`config.mk`:
```
export PLATFORM = sky130hd
export DESIGN_NAME = mealy_xor_accum
export DESIGN_NICKNAME = d
export VERILOG_FILES = /design/src/rtl/mealy_pkg.sv /design/src/rtl/sat_counter.sv /design/src/rtl/mealy_xor_accum.sv
export SDC_FILE = /design/constraint.sdc
export NUM_CORES = 1
export LEC_CHECK = 0
export CORE_UTILIZATION = 45
export CTS_BUF_LIST = sky130_fd_sc_hd__clkbuf_16
export DETAILED_ROUTE_END_ITERATION = 10
export PLACE_DENSITY = 0.83
export SLEW_MARGIN = 20
export SYNTH_ARGS = -nofsm -noshare
export SYNTH_HDL_FRONTEND = slang
export SYNTH_SLANG_ARGS = --single-unit
```
`constraint.sdc`:
```
create_clock -name clk -period 2.3 [get_ports clk]
set_input_delay 0.46 -clock clk [delete_from_list [all_inputs] [get_ports clk]]
set_output_delay 0.46 -clock clk [all_outputs]
set_load 0.05 [all_outputs]
```
`src/rtl/mealy_pkg.sv`:
```
// +---------------------------------------------------------------------+
// | mealy_pkg                                                            |
// | Shared FSM state encoding and saturating-increment helper.           |
// | Revision: 1.0                                                        |
// +---------------------------------------------------------------------+
`default_nettype none

package mealy_pkg;

   localparam int c_SAT_FN_W = 32;

   typedef enum logic [1:0] {
      IDLE  = 2'd0,
      ACCUM = 2'd1,
      DONE  = 2'd2
   } state_t;

   function automatic logic [c_SAT_FN_W-1:0] sat_inc(
      input logic [c_SAT_FN_W-1:0] v,
      input logic [c_SAT_FN_W-1:0] max_v
   );
      if (v >= max_v) return max_v;
      return v + 32'd1;
   endfunction

endpackage

`default_nettype wire

```
`src/rtl/sat_counter.sv`:
```
// +---------------------------------------------------------------------+
// | sat_counter                                                          |
// | Saturating counter with clear / load-one / increment and a max flag. |
// | Revision: 1.0                                                        |
// +---------------------------------------------------------------------+
`default_nettype none

module sat_counter
   import mealy_pkg::*;
#(
   parameter int CNT_W = 8
) (
   input  logic             clk,
   input  logic             rst,
   input  logic             i_clear,
   input  logic             i_load1,
   input  logic             i_incr,
   output logic [CNT_W-1:0] o_next,
   output logic             o_sat
);

   localparam logic [CNT_W-1:0] c_MAX = '1;

   logic [CNT_W-1:0] r_cnt;

   // Next value is exported so the owner can capture the post-update count
   // in the same edge that the counter itself advances.
   always_comb begin
      o_next = r_cnt;
      if (i_clear) begin
         o_next = '0;
      end else if (i_load1) begin
         o_next = CNT_W'(1);
      end else if (i_incr) begin
         o_next = CNT_W'(sat_inc(32'(r_cnt), 32'(c_MAX)));
      end
   end

   always_ff @(posedge clk) begin
      if (rst) begin
         r_cnt <= '0;
      end else begin
         r_cnt <= o_next;
      end
   end

   assign o_sat = (r_cnt == c_MAX);

endmodule

`default_nettype wire

```
`src/rtl/mealy_xor_accum.sv`:
```
// +---------------------------------------------------------------------+
// | mealy_xor_accum                                                      |
// | Handshaked Mealy XOR accumulator with free-run and framed modes.     |
// | Revision: 1.0                                                        |
// +---------------------------------------------------------------------+
`default_nettype none

module mealy_xor_accum
   import mealy_pkg::*;
#(
   parameter int WIDTH = 8,
   parameter int CNT_W = 8
) (
   input  logic             clk,
   input  logic             reset,
   input  logic             framed,
   input  logic             in_valid,
   output logic             in_ready,
   input  logic [WIDTH-1:0] x,
   input  logic             sof,
   input  logic             eof,
   output logic [WIDTH-1:0] z,
   output logic             z_valid,
   output logic [WIDTH-1:0] res,
   output logic [CNT_W-1:0] res_len,
   output logic             res_ovf,
   output logic             res_valid,
   input  logic             res_ready,
   output logic             restart_err
);

   state_t           r_state;
   state_t           w_state_next;
   logic [WIDTH-1:0] r_q;
   logic [WIDTH-1:0] w_q_next;
   logic [WIDTH-1:0] w_base;
   logic             r_ovf;
   logic             w_ovf_next;
   logic             w_accept;
   logic             w_clear;
   logic             w_load1;
   logic             w_incr;
   logic             w_restart;
   logic             w_done_enter;
   logic [CNT_W-1:0] w_len_next;
   logic             w_len_sat;

   logic [WIDTH-1:0] r_res;
   logic [CNT_W-1:0] r_res_len;
   logic             r_res_ovf;
   logic             r_res_valid;
   logic             r_restart_err;

   sat_counter #(
      .CNT_W (CNT_W)
   ) u_len (
      .clk     (clk),
      .rst     (reset),
      .i_clear (w_clear),
      .i_load1 (w_load1),
      .i_incr  (w_incr),
      .o_next  (w_len_next),
      .o_sat   (w_len_sat)
   );

   // A framed sof in IDLE starts from zero so the first word passes through.
   assign w_base   = (r_state == IDLE && framed && sof) ? '0 : r_q;
   assign z        = w_base ^ x;
   assign in_ready = (r_state != DONE);
   assign w_accept = in_valid & in_ready;
   assign z_valid  = w_accept;

   always_comb begin
      w_state_next = r_state;
      w_q_next     = r_q;
      w_ovf_next   = r_ovf;
      w_clear      = 1'b0;
      w_load1      = 1'b0;
      w_incr       = 1'b0;
      w_restart    = 1'b0;
      w_done_enter = 1'b0;

      case (r_state)
         IDLE: begin
            if (w_accept) begin
               if (!framed) begin
                  w_q_next = r_q ^ x;
               end else if (sof) begin
                  w_q_next     = x;
                  w_load1      = 1'b1;
                  w_ovf_next   = 1'b0;
                  w_done_enter = eof;
                  w_state_next = eof ? DONE : ACCUM;
               end
            end
         end
         ACCUM: begin
            if (w_accept) begin
               if (sof) begin
                  w_q_next   = x;
                  w_load1    = 1'b1;
                  w_ovf_next = 1'b0;
                  w_restart  = 1'b1;
               end else begin
                  w_q_next = r_q ^ x;
                  w_incr   = 1'b1;
                  if (w_len_sat) w_ovf_next = 1'b1;
               end
               if (eof) begin
                  w_done_enter = 1'b1;
                  w_state_next = DONE;
               end
            end
         end
         DONE: begin
            if (res_ready) begin
               w_clear      = 1'b1;
               w_state_next = IDLE;
            end
         end
         default: begin
            w_state_next = IDLE;
         end
      endcase
   end

   always_ff @(posedge clk) begin
      if (reset) begin
         r_state       <= IDLE;
         r_q           <= '0;
         r_ovf         <= 1'b0;
         r_restart_err <= 1'b0;
      end else begin
         r_state       <= w_state_next;
         r_q           <= w_q_next;
         r_ovf         <= w_ovf_next;
         r_restart_err <= w_restart;
      end
   end

   // Result captures post-update values so the eof beat is included.
   always_ff @(posedge clk) begin
      if (reset) begin
         r_res       <= '0;
         r_res_len   <= '0;
         r_res_ovf   <= 1'b0;
         r_res_valid <= 1'b0;
      end else if (w_done_enter) begin
         r_res       <= w_q_next;
         r_res_len   <= w_len_next;
         r_res_ovf   <= w_ovf_next;
         r_res_valid <= 1'b1;
      end else if (r_state == DONE && res_ready) begin
         r_res_valid <= 1'b0;
      end
   end

   assign res         = r_res;
   assign res_len     = r_res_len;
   assign res_ovf     = r_res_ovf;
   assign res_valid   = r_res_valid;
   assign restart_err = r_restart_err;

endmodule

`default_nettype wire

```
# == Yosys cells after proc, flatten, opt, wreduce, memory -nomap -nowiden ==
# Index checks and enable logic that the tools add are counted.
# totals
output_inout_bits,29
regBits,38
input_bits,15
# op_classes
bitwise_logic,4
n_reduce_logical,7
eq_ne,10
muxes,49
order_cmp,1
addsub,1
# ops
cell,n
2-to-1 mux 8 bit,11
2-to-1 mux 1 bit,26
one-hot mux 8 bit (2 select lines),1
XOR 8 bit,2
2-to-1 mux 2 bit,7
"inequality test 2 bit, second input constant",7
"adder 8 x 1 -> 8 bit, second input constant",1
"equality test 8 bit, second input constant",1
">= comparator 8 bit, second input constant",1
one-hot mux 1 bit (2 select lines),3
one-hot mux 2 bit (3 select lines),1
AND reduction 6 bit,1
logical AND 1 bit,3
"equality test 2 x 1 -> 1 bit, second input constant",1
"equality test 2 bit, second input constant",1
zero test 2 bit,1
nonzero test 2 bit,1
OR reduction 2 bit,1
bitwise AND 1 bit,1
inverter 1 bit,1

# == Depth between registers and ports, before layout ==
# Gate-level depths: netlist of run 1.
# depth
ltp_word,11
ltp_mapped,7
ltp_nobuf,5

# == Modules after synthesis ==
# A second synthesis of run 1 with hierarchy kept.
# hier_totals
hier_cells,240
hier_area_um2,2020.7
# by_module_without_submodules
module,cells_per_inst,area_per_inst_um2,instances
mealy_xor_accum,180,1476.4,1
sat_counter,60,544.3,1

# == Least setup slack after synthesis of run 1 ==
# No wires, ideal clock.
# synth_path
path_kind,input port to output port
start,in framed
end,out z[0]
arrival_ns,1.934
required_time_ns,1.840
path_slack_ns,-0.094
path_stages,5
path_cell_list,buf_2 clkbuf_1 nand3_1 nand2_1 xnor2_1
# synth_between
elab_chain_len,4
# synth_lines
item,line,rtl
start: declaration,mealy_xor_accum.sv:16,"input logic framed,"
logical AND 1 bit (2 in a row),mealy_xor_accum.sv:67,assign w_base = (r_state == IDLE && framed && sof) ? '0 : r_q;
2-to-1 mux 8 bit,mealy_xor_accum.sv:67,
XOR 8 bit,mealy_xor_accum.sv:68,assign z = w_base ^ x;
end: declaration,mealy_xor_accum.sv:22,"output logic [WIDTH-1:0] z,"
# No other way between the ends.

# == Worst setup path in the final report of run 1 ==
# layout_path
start,in framed
end,out z[4]
# Same word-level chain as after synthesis.

==> results of run 1 <==
-- cells by family after synthesis --
logic type               after synthesis
AND/OR/NAND/NOR                       96
XOR/XNOR                               8
adder cells (fa/ha/maj)                1
AO/OA/AOI/OAI                         78
multiplexers                           2
buffers and inverters                 24
flip-flops                            38
-- flip-flops by register name, indices dropped and copies added (netlist names) --
name,count
r_ovf,1
r_q,8
r_state,2
res,8
res_len,8
res_ovf,1
res_valid,1
restart_err,1
u_len.r_cnt,8
-- metal layers --
metal,up-vias,wire [um],GRT usage (%)
met1,1005,2370,31.6
met4,0,103,8.84
met5,-,0,0
met3,13,315,3.95
li1,1001,-,-
met2,91,2650,38.3
-- per-stage QoR --
| step | worst slack [ns] | hold slack [ns] | utilization [%] | instances |
|---|---|---|---|---|
| 6_report | 0.140 | 0.493 | 66.5 | 346 |
| 5_1_grt | 0.0552 | 0.513 | 66.5 | 346 |
| 4_1_cts | 0.120 | 0.499 | 66.5 | 346 |
| 3_5_place_dp | 0.00196 | 0.485 | 61.9 | 338 |
| 3_3_place_gp | 0.0718 | 0.465 | 61.9 | 338 |
| 2_1_floorplan | 0.200 | 0.451 | - | 247 |
-- final cells by class --
class	instances	area, sq um	area share (%)
Inverter	4	15.0	0.519
Clock inverter	3	68.8	2.38
Multi-Input combinational cell	185	1210	41.8
Timing Repair Buffer	59	651	22.5
Tap cell	52	65.1	2.25
Clock buffer	5	125	4.32
Sequential cell	38	761	26.3
-- worst paths after layout --
| path | slack, ns | from | end | depth (start not counted) |
|---|---|---|---|---|
| worst max register to register | 0.53 | r_state[1]$_SDFFE_PP0P_ | res_len[3]$_SDFFE_PP0P_ | 5 |
| worst min register to register | 0.49 | r_ovf$_SDFF_PP0_ | r_ovf$_SDFF_PP0_ | 2 |
| worst min-delay path | 0.49 | r_ovf$_SDFF_PP0_ | r_ovf$_SDFF_PP0_ | 2 |
| worst max-delay path | 0.14 | framed | z[4] | 5 |
-- layout by cell type (no fill, tap or decap), types with 5 or more instances in the layout --
cell             synthesis  routed
nor4_1                   7       7
clkdlybuf4s50_1          0      33
a211oi_1                10      10
a311oi_1                 9       9
buf_4                    1      16
nor2_1                  24      24
clkbuf_16                0       5
or2_2                    5       5
nand3b_1                 6       6
a31oi_1                  8       8
xnor2_2                  0       8
o21ai_0                 17      17
dfxtp_1                 38      38
nand2_1                 23      23
o211ai_1                 5       5
a21oi_1                 13      13
buf_12                   0      10
-- report_power, final --
part | internal (uW) | switching [uW]
Sequential | 680 | 19.3
Combinational | 188 | 233
Clock | 623 | 272
Total | 1490 | 524
-- worst register-to-register path, stage by stage (launching register included) --
cell and delay, ns:
dfxtp_1 0.35, buf_4 0.20, nor2b_4 0.17, a221o_1 0.46, or2_4 0.29, o31ai_2 0.22
==> impl_results.md, run 1 <==
* Outcome: finished clean
* Syn. warnings at 0
* CP Capture Type: output port
* Power density cells at 696 nW/um^2
* Ys async rst share at 0%
* Post-Synth XOR/XNOR Area at 3.46%
* Fin crit period at 2.16 ns
* Crit Path Category: primary input to output port
* Synth Area per Inst at 8.21 sq um
* I/O pins at 44
* VDD IR max at roughly 0.36 mV
* CP bufs+invs at 2
* Post-synthesis cell area at 2030 sq um
* Crit-path max FO at 8
* Gr usage total at 23.7%
* Worst slew pin tran at approximately 0.5 ns
* Final wirelength at 5440 um
* Post-route cell area at a little under 3000 sq um
* Sink Count at 38
* Largest family of logic cells by synthesized area: compound AO/OA/AOI/OAI gates
* Post_cts resized at 1
* Die area at 4780 sq um
* Clock Skew at 0.00292 ns
* Diodes inserted at 0
* RSZ-0062 raised after global routing: false
* Crit path launch type: primary input
* Max incr delay on CP at ~0.55 ns
* Hold crit path type: flop to flop
* Count leader, synth: dfxtp_1
* Fill cells at 360
* Post-Synth Adder-Cell Area at less than 1%
* Die width at around 69 um
* EDFF count, synth at 0
* CP delay by family, top: buffers and inverters
* ANT nets after route at 0
* Maximum clock frequency at about 0.46 GHz
* Via count at between 2000 and 2500
* CTS Hold Bufs at 0
* Drt via density at 6.10
* Die height at 69.1 um
* DRC viols at 0
* Fin. max-slew vios at 0
* Post-CTS setup repair buffer count at 0
* Global-route wire length before repair at roughly 9200 um
* TritonCTS clock tree: yes
* Core Area at 4350 sq um
* Clk slew on worst S/H paths at 0.06 ns
* Area leader, netlist: dfxtp_1
* Average wire per standard cell at 15.7 um
* Crit path cell chain: clkdlybuf4s50_1 > nand3_2 > nand2_1 > xnor2_2 > buf_12
* CTS Buf Count at 5
* Top-area cell type share of the netlist area at 37.5%
* Post-synthesis mux area share at 0.988%
* Cell area after placement at 2700 sq um
* Compound-Gate Fraction of Synth Area at between 20% and 30%
* Port bufs at 43
* Hpwl dp at 3890 um
* Predominant post-synthesis flop cell: dfxtp_1
* Post-synth top cells: dfxtp_1 (38), nor2_1 (24), nand2_1 (23), o21ai_0 (17), a21oi_1 (13)
* Synth Area in Simple Gates at 25.1%
* Worst skew pair latency at 0.28 ns
* Syn nets at 263
* P_leak at 0.00106 uW
* Layout cells sized above 1 at 17.7%
* Final Cycle Share at 93.9%
* Initial Utilization at 46.6%
* Root Buffer: clkbuf_16
* Layout area overhead at 42.8%
* Clk buf depth at 2
* Antenna violations before repair at 0
* Drt pass-1 iters at 5
* Max-cap viol count at 0
* Cell variety after synth at 46
* Nets@finish at between 300 and 400
* Fin. Hold Viols at 0
* Worst path required time at 1.84 ns
* Register area share after synthesis at between 30% and 40%
* FF+latch count, synth at 38
* Setup TNS at 0 ns
* GPL Wtd Cong at 0.876
* Vias in the first global route at roughly 1900
* Pwr Total at 2020 uW
* Final setup viols at 0
* DRT iter0 DRCs at approximately 190
* H-tree depth at 2
* Row cnt at 24
* Crit path DAT at between 1.5 and 2 ns
* Ranking of synthesized cells by area: dfxtp_1 (38%), nor2_1 (4.4%), nand2_1 (4.3%)
* Largest net degree at the start of global routing at 32
* Crit path max-delay cell type: clkdlybuf4s50_1
* Gate Count Post-Synth at roughly 250
* Headroom to the max-slew limit at 66.3%
* Total global routing overflow at 0
Note: power is estimated with default switching activity, not from simulation.
==> inputs of run 2 (changes only) <==
--- a/config.mk
+++ b/config.mk
@@ -5,10 +5,10 @@
 export SDC_FILE = /design/constraint.sdc
 export NUM_CORES = 1
 export LEC_CHECK = 0
-export CORE_UTILIZATION = 45
+export CORE_UTILIZATION = 40
 export CTS_BUF_LIST = sky130_fd_sc_hd__clkbuf_16
 export DETAILED_ROUTE_END_ITERATION = 10
-export PLACE_DENSITY = 0.83
+export PLACE_DENSITY = 0.76
 export SLEW_MARGIN = 20
 export SYNTH_ARGS = -nofsm -noshare
 export SYNTH_HDL_FRONTEND = slang
==> run 2 against run 1 <==
  * Utilization is 5.3 points lower
  * Sequential power is essentially flat
  * First-iteration DRC count increased by 23%
  * Die area is 12% higher
  * Flip-flop and latch count is the same
==> impl_results.md, run 2 (same netlist as run 1, synthesis figures left out) <==
* Outcome: finished clean
* H-tree depth at 2 (unchanged)
* Antenna violations before repair at 0 (unchanged)
* Commonest non-fill, non-tap cell in the layout: dfxtp_1
* Die width at 73.2 um (+5.9%)
* Internal power at 1490 uW (about the same)
* CP delay by family, top: buffers and inverters
* Clk buf depth at 2 (unchanged)
* Drt pass-1 iters at 4 (-1)
* Worst skew pair latency at 0.28 ns (about the same)
* Hpwl dp at 3760 um (-3.3%)
* Cell area after placement at 2740 sq um (+1.5%)
* Post-route cell area at 2930 sq um (+1.2%)
* Clock Skew at 0.00358 ns (+0.000657 ns)
* Crit path DAT at 1.76 ns (+0.06 ns)
* DRC viols at 0 (unchanged)
* Max-cap viol count at 0 (unchanged)
* Gr usage total at 22.1% (-1.6 points)
* Fin Hold WS at 0.484 ns (-0.00874 ns)
* Die area at 5360 sq um (+12%)
* Largest net degree at the start of global routing at 32 (unchanged)
* Worst path required time at 1.84 ns (about the same)
* Initial Utilization at 42.4% (-4.2 points)
* Core Util, Final at 61.2% (-5.3 points)
* Net Sw Frac at 26.0% (+0.027 points)
* Nets@finish at 312 (+0.97%)
* Fin crit period at 2.22 ns (+0.0642 ns)
* CP Capture Type: output port
* RSZ-0062 raised after global routing: false
* Layout area overhead at 44.4%
* Crit Path Category: primary input to output port
* Root Buffer: clkbuf_16
* Via count at 2075 (-1.7%)
* Layout cells sized above 1 at 17.8% (+0.16 points)
* Headroom to the max-slew limit at 65.8% (-0.47 points)
* CP bufs+invs at 3 (+1)
* Most frequent cells in the layout: dfxtp_1 (38), clkdlybuf4s50_1 (32), nor2_1 (24)
* Die height at 73.2 um (+5.9%)
* CTS Buf Count at 5 (unchanged)
* GPL Wtd Cong at 0.905 (+3.4%)
* Placed cells at 356 (+5.3%)
* Worst slew pin tran at 0.511 ns (+0.00698 ns)
* Clk slew on worst S/H paths at 0.05 ns (about the same)
* P_leak at 0.00108 uW (+1.9%)
* Hold crit path type: flop to flop
* Sink Count at 38 (unchanged)
* Diodes inserted at 0 (unchanged)
* ANT nets after route at 0 (unchanged)
* Port bufs at 43 (unchanged)
* Gate power share at 21.2% (+0.3 points)
* I/O pins at 44 (unchanged)
* NetSw at 525 uW (about the same)
* Row cnt at 25 (+4.2%)
* Post-Layout Cell Count at 364 (+5.2%)
* Crit path launch type: primary input
* Crit path max-delay cell type: clkdlybuf4s50_1
* Total global routing overflow at 0 (unchanged)
* VDD IR max at 0.340 mV (-6.9%)
* Clk pwr share at 44.1% (-0.3 points)
* Drt via density at 5.70 (-6.5%)
* TritonCTS clock tree: yes
* Reg power frac at 34.7% (about the same)
* Maximum clock frequency at 0.450 GHz (-2.9%)
* CTS Hold Bufs at 0 (unchanged)
* Final setup viols at 0 (unchanged)
* Final wirelength at 5400 um (-0.79%)
* Final Cycle Share at 96.7% (+2.8 points)
* Final worst slack at 0.0755 ns (-0.0642 ns)
* Pre-CTS setup slack at -0.0436 ns (-0.0456 ns)
* Average wire per standard cell at 14.8 um (-5.7%)
* Fin. max-slew vios at 0 (unchanged)
* Fin. Hold Viols at 0 (unchanged)
* DRT iter0 DRCs at 237 (+23%)
* Global-route wire length before repair at 9230 um (+0.46%)
* Power density cells at 688 nW/um^2 (-1.2%)
* Core Area at 4790 sq um (+9.9%)
* Vias in the first global route at 1935 (+2.9%)
* Crit path cell chain: clkdlybuf4s50_1 > nand3_1 > buf_4 > nand2_1 > xnor2_2 > buf_12
* Max incr delay on CP at 0.57 ns (+0.02 ns)
* Crit-path max FO at 7 (-1)
==> run 2: repair_timing <==
item / 4_1_cts / 5_1_grt
endpoints found under the setup margin: 0 / 7
buffers inserted: 0 / 0
resized for setup: 0 / 1
==> run 2: power by group through the flow <==
stage | clock network [uW] | registers, uW | logic (uW)
global route | 926 | 702 | 453
CTS | 895 | 699 | 426
finish | 889 | 699 | 427
floorplan | 0 | 737 | 217
global placement | 0 | 713 | 417
detailed placement | 0 | 712 | 423
==> run 2: final timing paths <==
path	slack [ns]	depth (start not counted)	to	startpoint
hold / removal	0.48	2	res_valid$_SDFFE_PP0P_	res_valid$_SDFFE_PP0P_
setup reg to reg	0.41	6	res[1]$_SDFFE_PP0P_	r_state[1]$_SDFFE_PP0P_
setup / recovery	0.08	6	z[2]	sof
hold reg to reg	0.48	2	res_valid$_SDFFE_PP0P_	res_valid$_SDFFE_PP0P_
==> run 2: stage by stage <==
stage	total power (uW)	TNS [ns]
6_report	2010	0
2_1_floorplan	954	0
3_5_place_dp	1140	-0.0542
5_1_grt	2080	0
3_3_place_gp	1130	-0.0160
4_1_cts	2020	0
==> run 2: final cells by class <==
class	instances	area [sq um]
Timing Repair Buffer	62	676
Clock inverter	3	63.8
Sequential cell	38	761
Clock buffer	5	125
Multi-Input combinational cell	185	1200
Inverter	4	15.0
Fill cell	400	1860
Tap cell	67	83.8
==> run 2: routing by layer <==
metal / vias to the layer above / GRT usage (%) / wire, um
li1: 1011 / - / -
met1: 964 / 29.9 / 2410
met2: 88 / 33.4 / 2520
met3: 12 / 5.25 / 380
met4: 0 / 9.59 / 98
met5: - / 0 / 0
==> run 2: worst reg2reg max path, stage by stage, from the launching register on <==
cell and delay [ns]:
dfxtp_1 0.39, buf_4 0.22, nor2b_1 0.35, and3b_1 0.26, buf_4 0.21, nor2_1 0.06, a311oi_1 0.30
